## src/rtl/bpm_stab_pkg.sv

```systemverilog
// Shared types and helpers for the BPM stabilizer: FSM state encoding,
// median index helper and an unsigned absolute-difference function.
package bpm_stab_pkg;

    localparam int unsigned DEF_W     = 16;
    localparam int unsigned DEF_DEPTH = 5;

    typedef enum logic [2:0] {
        IDLE = 3'd0,
        FOLD = 3'd1,
        LOAD = 3'd2,
        SORT = 3'd3,
        EMIT = 3'd4
    } state_t;

    // Index of the median element in an ascending window of odd length.
    function automatic int unsigned mid_idx(input int unsigned depth);
        return depth / 32'd2;
    endfunction

    localparam int unsigned MID_IDX = DEF_DEPTH / 32'd2;

    // |a - b| for zero-extended W-bit operands; the magnitude never needs
    // more than W+1 bits, the wider return only keeps callers width-agnostic.
    function automatic logic [32:0] absdiff(input logic [31:0] a, input logic [31:0] b);
        if (a >= b) begin
            return {1'b0, a - b};
        end else begin
            return {1'b0, b - a};
        end
    endfunction

endpackage

```

## src/rtl/bpm_median_sorter.sv

```systemverilog
// Odd-even transposition sorter: one compare-swap pass per cycle,
// alternating even and odd pairs, ascending, unsigned.
// i_load copies a window in, i_start lets passes run, o_done flags the
// cycle whose edge performs the final pass, o_median taps the middle slot.
module bpm_median_sorter
    import bpm_stab_pkg::*;
#(
    parameter int unsigned W     = 16,
    parameter int unsigned DEPTH = 5
) (
    input  logic                    clk,
    input  logic                    reset,
    input  logic                    i_load,
    input  logic                    i_start,
    input  logic [DEPTH-1:0][W-1:0] i_data,
    output logic                    o_done,
    output logic [W-1:0]            o_median
);

    localparam int unsigned CW  = $clog2(DEPTH + 1);
    localparam int unsigned MID = mid_idx(DEPTH);

    logic [DEPTH-1:0][W-1:0] r_arr;
    logic [CW-1:0]           r_pass;
    logic [DEPTH-1:0][W-1:0] w_next;
    logic [DEPTH-2:0]        w_swap;

    // Pair k is active on passes whose parity matches k's parity.
    for (genvar k = 0; k < DEPTH - 1; k++) begin : g_swap
        assign w_swap[k] = (1'(k) == r_pass[0]) && (r_arr[k] > r_arr[k+1]);
    end

    for (genvar k = 0; k < DEPTH; k++) begin : g_next
        if (k == 0) begin : g_first
            assign w_next[k] = w_swap[k] ? r_arr[k+1] : r_arr[k];
        end else if (k == DEPTH - 1) begin : g_last
            assign w_next[k] = w_swap[k-1] ? r_arr[k-1] : r_arr[k];
        end else begin : g_mid
            assign w_next[k] = w_swap[k]   ? r_arr[k+1] :
                               w_swap[k-1] ? r_arr[k-1] : r_arr[k];
        end
    end

    // Load a fresh window or advance the sort by one pass.
    always_ff @(posedge clk) begin
        if (reset) begin
            r_arr  <= '0;
            r_pass <= '0;
        end else if (i_load) begin
            r_arr  <= i_data;
            r_pass <= '0;
        end else if (i_start && (r_pass < CW'(DEPTH))) begin
            r_arr  <= w_next;
            r_pass <= r_pass + CW'(1);
        end
    end

    assign o_done   = i_start && (r_pass == CW'(DEPTH - 1));
    assign o_median = r_arr[MID];

endmodule

```

## src/rtl/bpm_stabilizer.sv

```systemverilog
// BPM stabilizer: range-gates raw BPM estimates, median-filters the last
// DEPTH accepted samples and emits the result over valid/ready together
// with locked/stale status and a saturating reject counter.
// Optional half/double-tempo folding is enabled by BPM_STAB_OCTAVE_FIX_EN.
module bpm_stabilizer
    import bpm_stab_pkg::*;
#(
    parameter int unsigned W              = 16,
    parameter int unsigned DEPTH          = 5,
    parameter int unsigned MIN_BPM        = 40,
    parameter int unsigned MAX_BPM        = 240,
    parameter int unsigned LOCK_TOL       = 3,
    parameter int unsigned LOCK_COUNT     = 4,
    parameter int unsigned TIMEOUT_CYCLES = 100_000_000
) (
    input  logic         clk,
    input  logic         reset,
    input  logic [W-1:0] bpm_in,
    input  logic         bpm_in_valid,
    output logic         bpm_in_ready,
    output logic [W-1:0] bpm_out,
    output logic         bpm_out_valid,
    input  logic         bpm_out_ready,
    output logic         locked,
    output logic         stale,
    output logic [7:0]   reject_count
);

    if ((DEPTH < 3) || ((DEPTH % 2) == 0)) begin : g_depth_check
        $error("bpm_stabilizer: DEPTH must be odd and at least 3");
    end

    localparam int unsigned PW = $clog2(DEPTH);
    localparam int unsigned FW = $clog2(DEPTH + 1);
    localparam int unsigned LW = $clog2(LOCK_COUNT + 1);

    state_t                  r_state;
    logic [DEPTH-1:0][W-1:0] r_ring;
    logic [PW-1:0]           r_wptr;
    logic [FW-1:0]           r_fill;
    logic [W-1:0]            r_newest;
    logic [LW-1:0]           r_lock_cnt;
    logic [31:0]             r_to_cnt;
    logic                    r_in_ready;
    logic [W-1:0]            r_bpm_out;
    logic                    r_out_valid;
    logic                    r_locked;
    logic                    r_stale;
    logic [7:0]              r_reject;

    logic                    w_in_range;
    logic                    w_accept;
    logic                    w_timeout_hit;
    logic                    w_sort_done;
    logic [W-1:0]            w_median;
    logic                    w_agree;
    logic [LW-1:0]           w_lock_cnt_next;

    assign w_in_range    = (bpm_in >= W'(MIN_BPM)) && (bpm_in <= W'(MAX_BPM));
    assign w_accept      = (r_state == IDLE) && bpm_in_valid && w_in_range;
    // An accept on the same edge restarts the timer, so it beats the flush.
    assign w_timeout_hit = (r_to_cnt == 32'(TIMEOUT_CYCLES - 1)) && !w_accept;
    assign w_agree       = absdiff(32'(w_median), 32'(r_bpm_out)) <= 33'(LOCK_TOL);

    bpm_median_sorter #(
        .W     (W),
        .DEPTH (DEPTH)
    ) u_sorter (
        .clk      (clk),
        .reset    (reset),
        .i_load   (r_state == LOAD),
        .i_start  (r_state == SORT),
        .i_data   (r_ring),
        .o_done   (w_sort_done),
        .o_median (w_median)
    );

    // Next lock-streak count if the new median agrees with the last output.
    always_comb begin
        w_lock_cnt_next = '0;
        if (w_agree) begin
            w_lock_cnt_next = (r_lock_cnt == LW'(LOCK_COUNT)) ? r_lock_cnt
                                                              : r_lock_cnt + LW'(1);
        end else begin
            w_lock_cnt_next = '0;
        end
    end

`ifdef BPM_STAB_OCTAVE_FIX_EN
    logic [PW-1:0] r_last_ptr;
    logic [W-1:0]  w_fold;
    logic [W:0]    w_dbl;

    assign w_dbl = {r_newest, 1'b0};

    // Fold half/double-tempo samples toward the locked median (last output).
    always_comb begin
        w_fold = r_newest;
        if (r_locked && (r_fill == FW'(DEPTH))) begin
            if (absdiff(32'(r_newest), 32'(r_bpm_out) << 1) <= 33'(2 * LOCK_TOL)) begin
                w_fold = r_newest >> 1;
            end else if (absdiff(32'(w_dbl), 32'(r_bpm_out)) <= 33'(2 * LOCK_TOL)) begin
                w_fold = (w_dbl > (W+1)'(MAX_BPM)) ? W'(MAX_BPM) : w_dbl[W-1:0];
            end else begin
                w_fold = r_newest;
            end
        end else begin
            w_fold = r_newest;
        end
    end
`endif

    // Main FSM: accept/gate, sort sequencing, emit handshake, lock and timeout.
    always_ff @(posedge clk) begin
        if (reset) begin
            r_state     <= IDLE;
            r_ring      <= '0;
            r_wptr      <= '0;
            r_fill      <= '0;
            r_newest    <= '0;
            r_lock_cnt  <= '0;
            r_to_cnt    <= 32'd0;
            r_in_ready  <= 1'b1;
            r_bpm_out   <= '0;
            r_out_valid <= 1'b0;
            r_locked    <= 1'b0;
            r_stale     <= 1'b0;
            r_reject    <= 8'd0;
`ifdef BPM_STAB_OCTAVE_FIX_EN
            r_last_ptr  <= '0;
`endif
        end else begin
            if (r_to_cnt < 32'(TIMEOUT_CYCLES)) begin
                r_to_cnt <= r_to_cnt + 32'd1;
            end

            case (r_state)
                IDLE: begin
                    if (bpm_in_valid) begin
                        if (w_in_range) begin
                            r_ring[r_wptr] <= bpm_in;
                            r_newest       <= bpm_in;
                            r_wptr         <= (r_wptr == PW'(DEPTH - 1)) ? '0 : r_wptr + PW'(1);
                            r_fill         <= (r_fill == FW'(DEPTH)) ? r_fill : r_fill + FW'(1);
                            r_to_cnt       <= 32'd0;
                            r_stale        <= 1'b0;
                            r_in_ready     <= 1'b0;
`ifdef BPM_STAB_OCTAVE_FIX_EN
                            r_last_ptr     <= r_wptr;
                            r_state        <= FOLD;
`else
                            r_state        <= LOAD;
`endif
                        end else if (r_reject != 8'hFF) begin
                            r_reject <= r_reject + 8'd1;
                        end
                    end
                end
`ifdef BPM_STAB_OCTAVE_FIX_EN
                FOLD: begin
                    r_ring[r_last_ptr] <= w_fold;
                    r_newest           <= w_fold;
                    r_state            <= LOAD;
                end
`endif
                LOAD: begin
                    r_state <= SORT;
                end
                SORT: begin
                    if (w_sort_done) begin
                        r_state <= EMIT;
                    end
                end
                EMIT: begin
                    if (!r_out_valid) begin
                        if (r_fill == FW'(DEPTH)) begin
                            r_bpm_out  <= w_median;
                            r_lock_cnt <= w_lock_cnt_next;
                            r_locked   <= (w_lock_cnt_next == LW'(LOCK_COUNT));
                        end else begin
                            r_bpm_out  <= r_newest;
                        end
                        r_out_valid <= 1'b1;
                    end else if (bpm_out_ready) begin
                        r_out_valid <= 1'b0;
                        r_in_ready  <= 1'b1;
                        r_state     <= IDLE;
                    end
                end
                default: begin
                    r_state     <= IDLE;
                    r_in_ready  <= 1'b1;
                    r_out_valid <= 1'b0;
                end
            endcase

            if (w_timeout_hit) begin
                r_stale    <= 1'b1;
                r_locked   <= 1'b0;
                r_lock_cnt <= '0;
                r_fill     <= '0;
                r_wptr     <= '0;
            end
        end
    end

    assign bpm_in_ready  = r_in_ready;
    assign bpm_out       = r_bpm_out;
    assign bpm_out_valid = r_out_valid;
    assign locked        = r_locked;
    assign stale         = r_stale;
    assign reject_count  = r_reject;

endmodule

```

## config.mk

```make
export PLATFORM = sky130hd
export DESIGN_NAME = bpm_stabilizer
export DESIGN_NICKNAME = d
export VERILOG_FILES = /design/src/rtl/bpm_stab_pkg.sv /design/src/rtl/bpm_median_sorter.sv /design/src/rtl/bpm_stabilizer.sv
export SDC_FILE = /design/constraint.sdc
export NUM_CORES = 1
export LEC_CHECK = 0
export ABC_CLOCK_PERIOD_IN_PS = 7000
export CAP_MARGIN = 20
export CORE_MARGIN = 8
export CORE_UTILIZATION = 60
export DETAILED_ROUTE_END_ITERATION = 10
export GPL_TIMING_DRIVEN = 0
export MAX_ROUTING_LAYER = met4
export PLACE_DENSITY_LB_ADDON = 0.2
export SLEW_MARGIN = 20
export SYNTH_ARGS = -nofsm -noshare
export SYNTH_HDL_FRONTEND = slang
export SYNTH_SLANG_ARGS = --single-unit
```

## constraint.sdc

```tcl
create_clock -name clk -period 7 [get_ports clk]
set_clock_uncertainty 0.15 [all_clocks]
set_input_delay 1.05 -clock clk [delete_from_list [all_inputs] [get_ports clk]]
set_output_delay 1.05 -clock clk [all_outputs]
set_load 0.05 [all_outputs]
```

==> insert_results.sql <==
INSERT INTO impl_metrics (metric_group, metric, value, unit) VALUES
('outcome', 'run_status', 'finished, final reports clean', ''),
('drt', 'postRouteAntennaNets', '0', ''),
('synth', 'synthesized_instance_count', '1652', ''),
('job', 'max_cap_violations', '0', ''),
('sta', 'setup_viol', '0', ''),
('clock_network', 'clock-root-buffer', 'clkbuf_16', ''),
('drt', 'dr.first_iter.drc_count', '1424', ''),
('sta', 'hold_viol', '0', ''),
('critical_path', 'critPathRequiredTime', '7.29', 'ns'),
('grt', 'grt.total_usage', '0.282', ''),
('final_layout', 'design.final.nets', '1851', ''),
('die', 'die-width', '167', 'um'),
('critical_path', 'timing.critical_path.arrival', '4.67', 'ns'),
('sta', 'max_slew.worst_pin.slew', '0.972', 'ns'),
('synth', 'synth-async-reset-ratio', '0', ''),
('synth', 'synth_seq_cells', '251', ''),
('critical_path', 'path_max_fanout', '7', ''),
('sta', 'finalSetupTns', '0', 'ns'),
('synth', 'synth.lib_cells_used.distinct', '68', ''),
('sta', 'hold_slack', '0.309', 'ns'),
('sta', 'slew_viol_final', '0', ''),
('final_layout', 'antenna-diode-count', '0', ''),
('grt', 'first_global_vias', '11900', ''),
('synth', 'syn_warnings', '0', ''),
('pwr', 'static-leakage-power', '5.90', 'nW'),
('clock_network', 'cts.repair_timing.setup_buffer_count', '0', ''),
('final_layout', 'final_layout_size_suffix_gt1_frac', '0.0425', ''),
('drt', 'post-route-drc-count', '0', ''),
('place', 'preCtsSetupSlack', '2.56', 'ns'),
('clock_network', 'clock_path_buffers', '3', ''),
('place', 'instance_area_after_placement', '0.0144', 'mm2'),
('die', 'design.core.area', '0.0225', 'mm2'),
('sta', 'clock.fmax', '229', 'MHz'),
('clock_network', 'cts-htree-levels', '1', ''),
('pwr', 'power.ir.vdd_worst', '0.191', 'mV'),
('clock_network', 'hold_buffers', '0', ''),
('drt', 'routed_via_density', '6.14', ''),
('drt', 'detail_route.wirelength', '39000', 'um'),
('critical_path', 'crit_type', 'flop to flop', ''),
('place', 'finalWeightedCongestion', '0.997', ''),
('clock_network', 'cts_made_buffers', '26', ''),
('final_layout', 'syn2layout_area_growth', '12.0', '%'),
('place', 'port-buffer-count', '43', ''),
('synth', 'syn-cell-area', '0.0136', 'mm2'),
('clock_network', 'clock_latency', '0.56', 'ns'),
('drt', 'via_count', '12437', ''),
('sta', 'rsz_0062_raised_after_global_routing', 'false', ''),
('synth', 'synth_top_flop_cell', 'dfxtp_1', ''),
('sta', 'setup_ws', '2.62', 'ns'),
('grt', 'grt_overflow', '0', ''),
('grt', 'antenna_violations_before_repair', '1', ''),
('clock_network', 'clock_sink_count', '251', ''),
('final_layout', 'area_of_all_placed_cells_without_fillers', '0.0153', 'mm2'),
('synth', 'seq_area_frac_synth', '0.368', ''),
('sta', 'timing.max_slew.rel_slack', '0.349', ''),
('final_layout', 'final_core_util', '0.679', ''),
('synth', 'syn_nets', '1780', ''),
('synth', 'synth-edff-count', '0', ''),
('critical_path', 'reg2reg_depth', '13', ''),
('die', 'height_of_the_die', '167', 'um'),
('die', 'top_level_pins', '48', ''),
('synth', 'synthesis.area_per_instance', '8.26', 'um2'),
('pwr', 'power-per-cell-area', '191', 'mW/mm2'),
('sta', 'fin_crit', '4.38', 'ns'),
('hold_path', 'hold_path_class', 'flop to flop', ''),
('final_layout', 'fill_cells', '1922', ''),
('sta', 'final_min_period_over_clock_period', '0.625', ''),
('clock_network', 'cts_resized', '0', ''),
('hold_path', 'min_delay_path_depth', '2', ''),
('clock_network', 'clk_slew_on_worst_s_h_paths', '0.06', 'ns'),
('die', 'placement_rows', '55', ''),
('critical_path', 'end_kind', 'flop', ''),
('die', 'die-area', '0.0278', 'mm2'),
('drt', 'avgRoutedWirePerCell', '19.2', 'um'),
('grt', 'grt_pass1_wl', '62700', 'um'),
('drt', 'firstDrtPassIters', '6', ''),
('place', 'post-dp-hpwl', '29100', 'um'),
('grt', 'pin_count_of_the_biggest_net_entering_global_routing', '14', ''),
('clock_network', 'cts_tree', 'built', ''),
('die', 'floorplan.initialDensity', '0.606', ''),
('critical_path', 'critPathLaunchType', 'flop', '');
[layout by cell type, fill, tap and decap left out, types with 4 or more instances in the layout]
cell / count
clkbuf_16: 26
nor4_1: 6
a21o_1: 26
nor3b_1: 4
o21ai_0: 56
nand2b_1: 11
nand2_1: 201
buf_2: 14
o21a_1: 10
a211o_1: 20
a31oi_1: 14
o31ai_1: 4
and2_1: 54
nor2_1: 181
clkbuf_1: 84
nand4_1: 30
a211oi_1: 6
clkbuf_8: 5
ha_1: 106
a311oi_1: 49
a22o_1: 32
nand3_1: 71
nor3_1: 10
o211ai_1: 22
xnor2_1: 17
mux2i_1: 70
dfxtp_1: 251
and3_1: 12
inv_1: 102
clkdlybuf4s50_1: 43
a21oi_1: 92
xor2_1: 25
or3_1: 7
nor2b_1: 16
clkinv_2: 5
[stage by stage]
| step | power [mW] | cells |
|---|---|---|
| after floorplan | 1.51 | 1652 |
| after global placement | 1.55 | 1980 |
| after detailed placement | 1.55 | 1980 |
| after CTS | 2.92 | 2027 |
| after global routing | 2.99 | 2027 |
| final | 2.92 | 2027 |
[area by class of cell]
class                      count  area, um2  share of cell area
buffer                        95        385              0.0252
clock buffer                  38        746              0.0488
clock inverter                 9        110             0.00720
inverter                     102        383              0.0251
multi-input combinational   1204       7850               0.513
sequential                   251       5020               0.329
tap                          285        357              0.0233
timing repair buffer          43        430              0.0282
[cell families after synthesis]
kind of cell / Yosys count / synth area share
AO/OA/AOI/OAI: 360 / 0.182
flip-flops: 251 / 0.368
multiplexers: 73 / 0.0538
adder cells (fa/ha/maj): 108 / 0.100
AND/OR/NAND/NOR: 621 / 0.212
XOR/XNOR: 42 / 0.0270
buffers and inverters: 197 / 0.0563
[state kept, by name, summed over array words and instances, names as in the netlist]
| signal | cells |
|---|---|
| u_sorter.r_arr | 64 |
| r_newest | 16 |
| bpm_out | 16 |
| r_wptr | 3 |
| u_sorter.r_pass | 3 |
| r_ring | 80 |
| bpm_out_valid | 1 |
| locked | 1 |
| r_fill | 3 |
| r_lock_cnt | 3 |
| r_to_cnt | 32 |
| u_sorter.o_median | 16 |
| r_state | 3 |
| bpm_in_ready | 1 |
| reject_count | 8 |
| stale | 1 |
[final timing paths]
path	start	end	slack (ns)
worst max-delay path	u_sorter.o_median[0]$_SDFFE_PP0P_	r_lock_cnt[1]$_SDFFE_PP0P_	2.62
worst min-delay path	locked$_SDFFE_PP0P_	locked$_SDFFE_PP0P_	0.31
worst max register to register	u_sorter.o_median[0]$_SDFFE_PP0P_	r_lock_cnt[1]$_SDFFE_PP0P_	2.62
worst min register to register	locked$_SDFFE_PP0P_	locked$_SDFFE_PP0P_	0.31
[worst max-delay path, stage by stage, from the launching register on]
cell and delay (ns):
dfxtp_1 0.63, ha_1 0.26, inv_1 0.06, fa_1 0.43, a21oi_1 0.22, o221ai_1 0.17
a211o_1 0.25, a2111oi_0 0.30, nand3_1 0.13, nor4_1 0.42, o211ai_1 0.21, nor4_4 0.56
a31oi_1 0.24, o31ai_2 0.22
[where the power goes]
group / internal (mW) / total (mW) / switching, mW
clock network: 0.813 / 1.40 / 0.583
logic: 0.0248 / 0.0821 / 0.0573
registers: 1.43 / 1.44 / 0.00428
total: 2.27 / 2.92 / 0.645
[Yosys cell counts, types with 4 or more instances]
| master | count | area (um2) |
|---|---|---|
| nand3_1 | 71 | 355 |
| xor2_1 | 25 | 219 |
| mux2i_1 | 70 | 701 |
| o21a_1 | 10 | 75.1 |
| a21o_1 | 26 | 195 |
| inv_1 | 102 | 383 |
| nor3b_1 | 4 | 30.0 |
| a31oi_1 | 14 | 87.6 |
| nor2b_1 | 16 | 100 |
| and3_1 | 12 | 75.1 |
| a22o_1 | 32 | 280 |
| a211oi_1 | 6 | 45.0 |
| nand4_1 | 30 | 188 |
| nand2b_1 | 11 | 68.8 |
| nor2_1 | 181 | 679 |
| buf_2 | 14 | 70.1 |
| ha_1 | 106 | 1330 |
| nor3_1 | 10 | 50.1 |
| clkbuf_1 | 77 | 289 |
| a21oi_1 | 92 | 460 |
| a211o_1 | 20 | 175 |
| nand2_1 | 201 | 754 |
| a311oi_1 | 49 | 429 |
| xnor2_1 | 17 | 149 |
| nor4_1 | 6 | 37.5 |
| o21ai_0 | 56 | 280 |
| or3_1 | 7 | 43.8 |
| o211ai_1 | 22 | 165 |
| o31ai_1 | 4 | 30.0 |
| and2_1 | 54 | 338 |
| dfxtp_1 | 251 | 5020 |
[layer usage]
layer | track usage | routed length, um | vias up | part of all wire
li1 | - | - | 5944 | -
met1 | 0.377 | 17400 | 5882 | 0.45
met2 | 0.429 | 16800 | 497 | 0.43
met3 | 0.0407 | 3220 | 114 | 0.083
met4 | 0.106 | 1500 | 0 | 0.039
met5 | - | 0 | - | 0
Note: power is estimated with default switching activity, not from simulation.
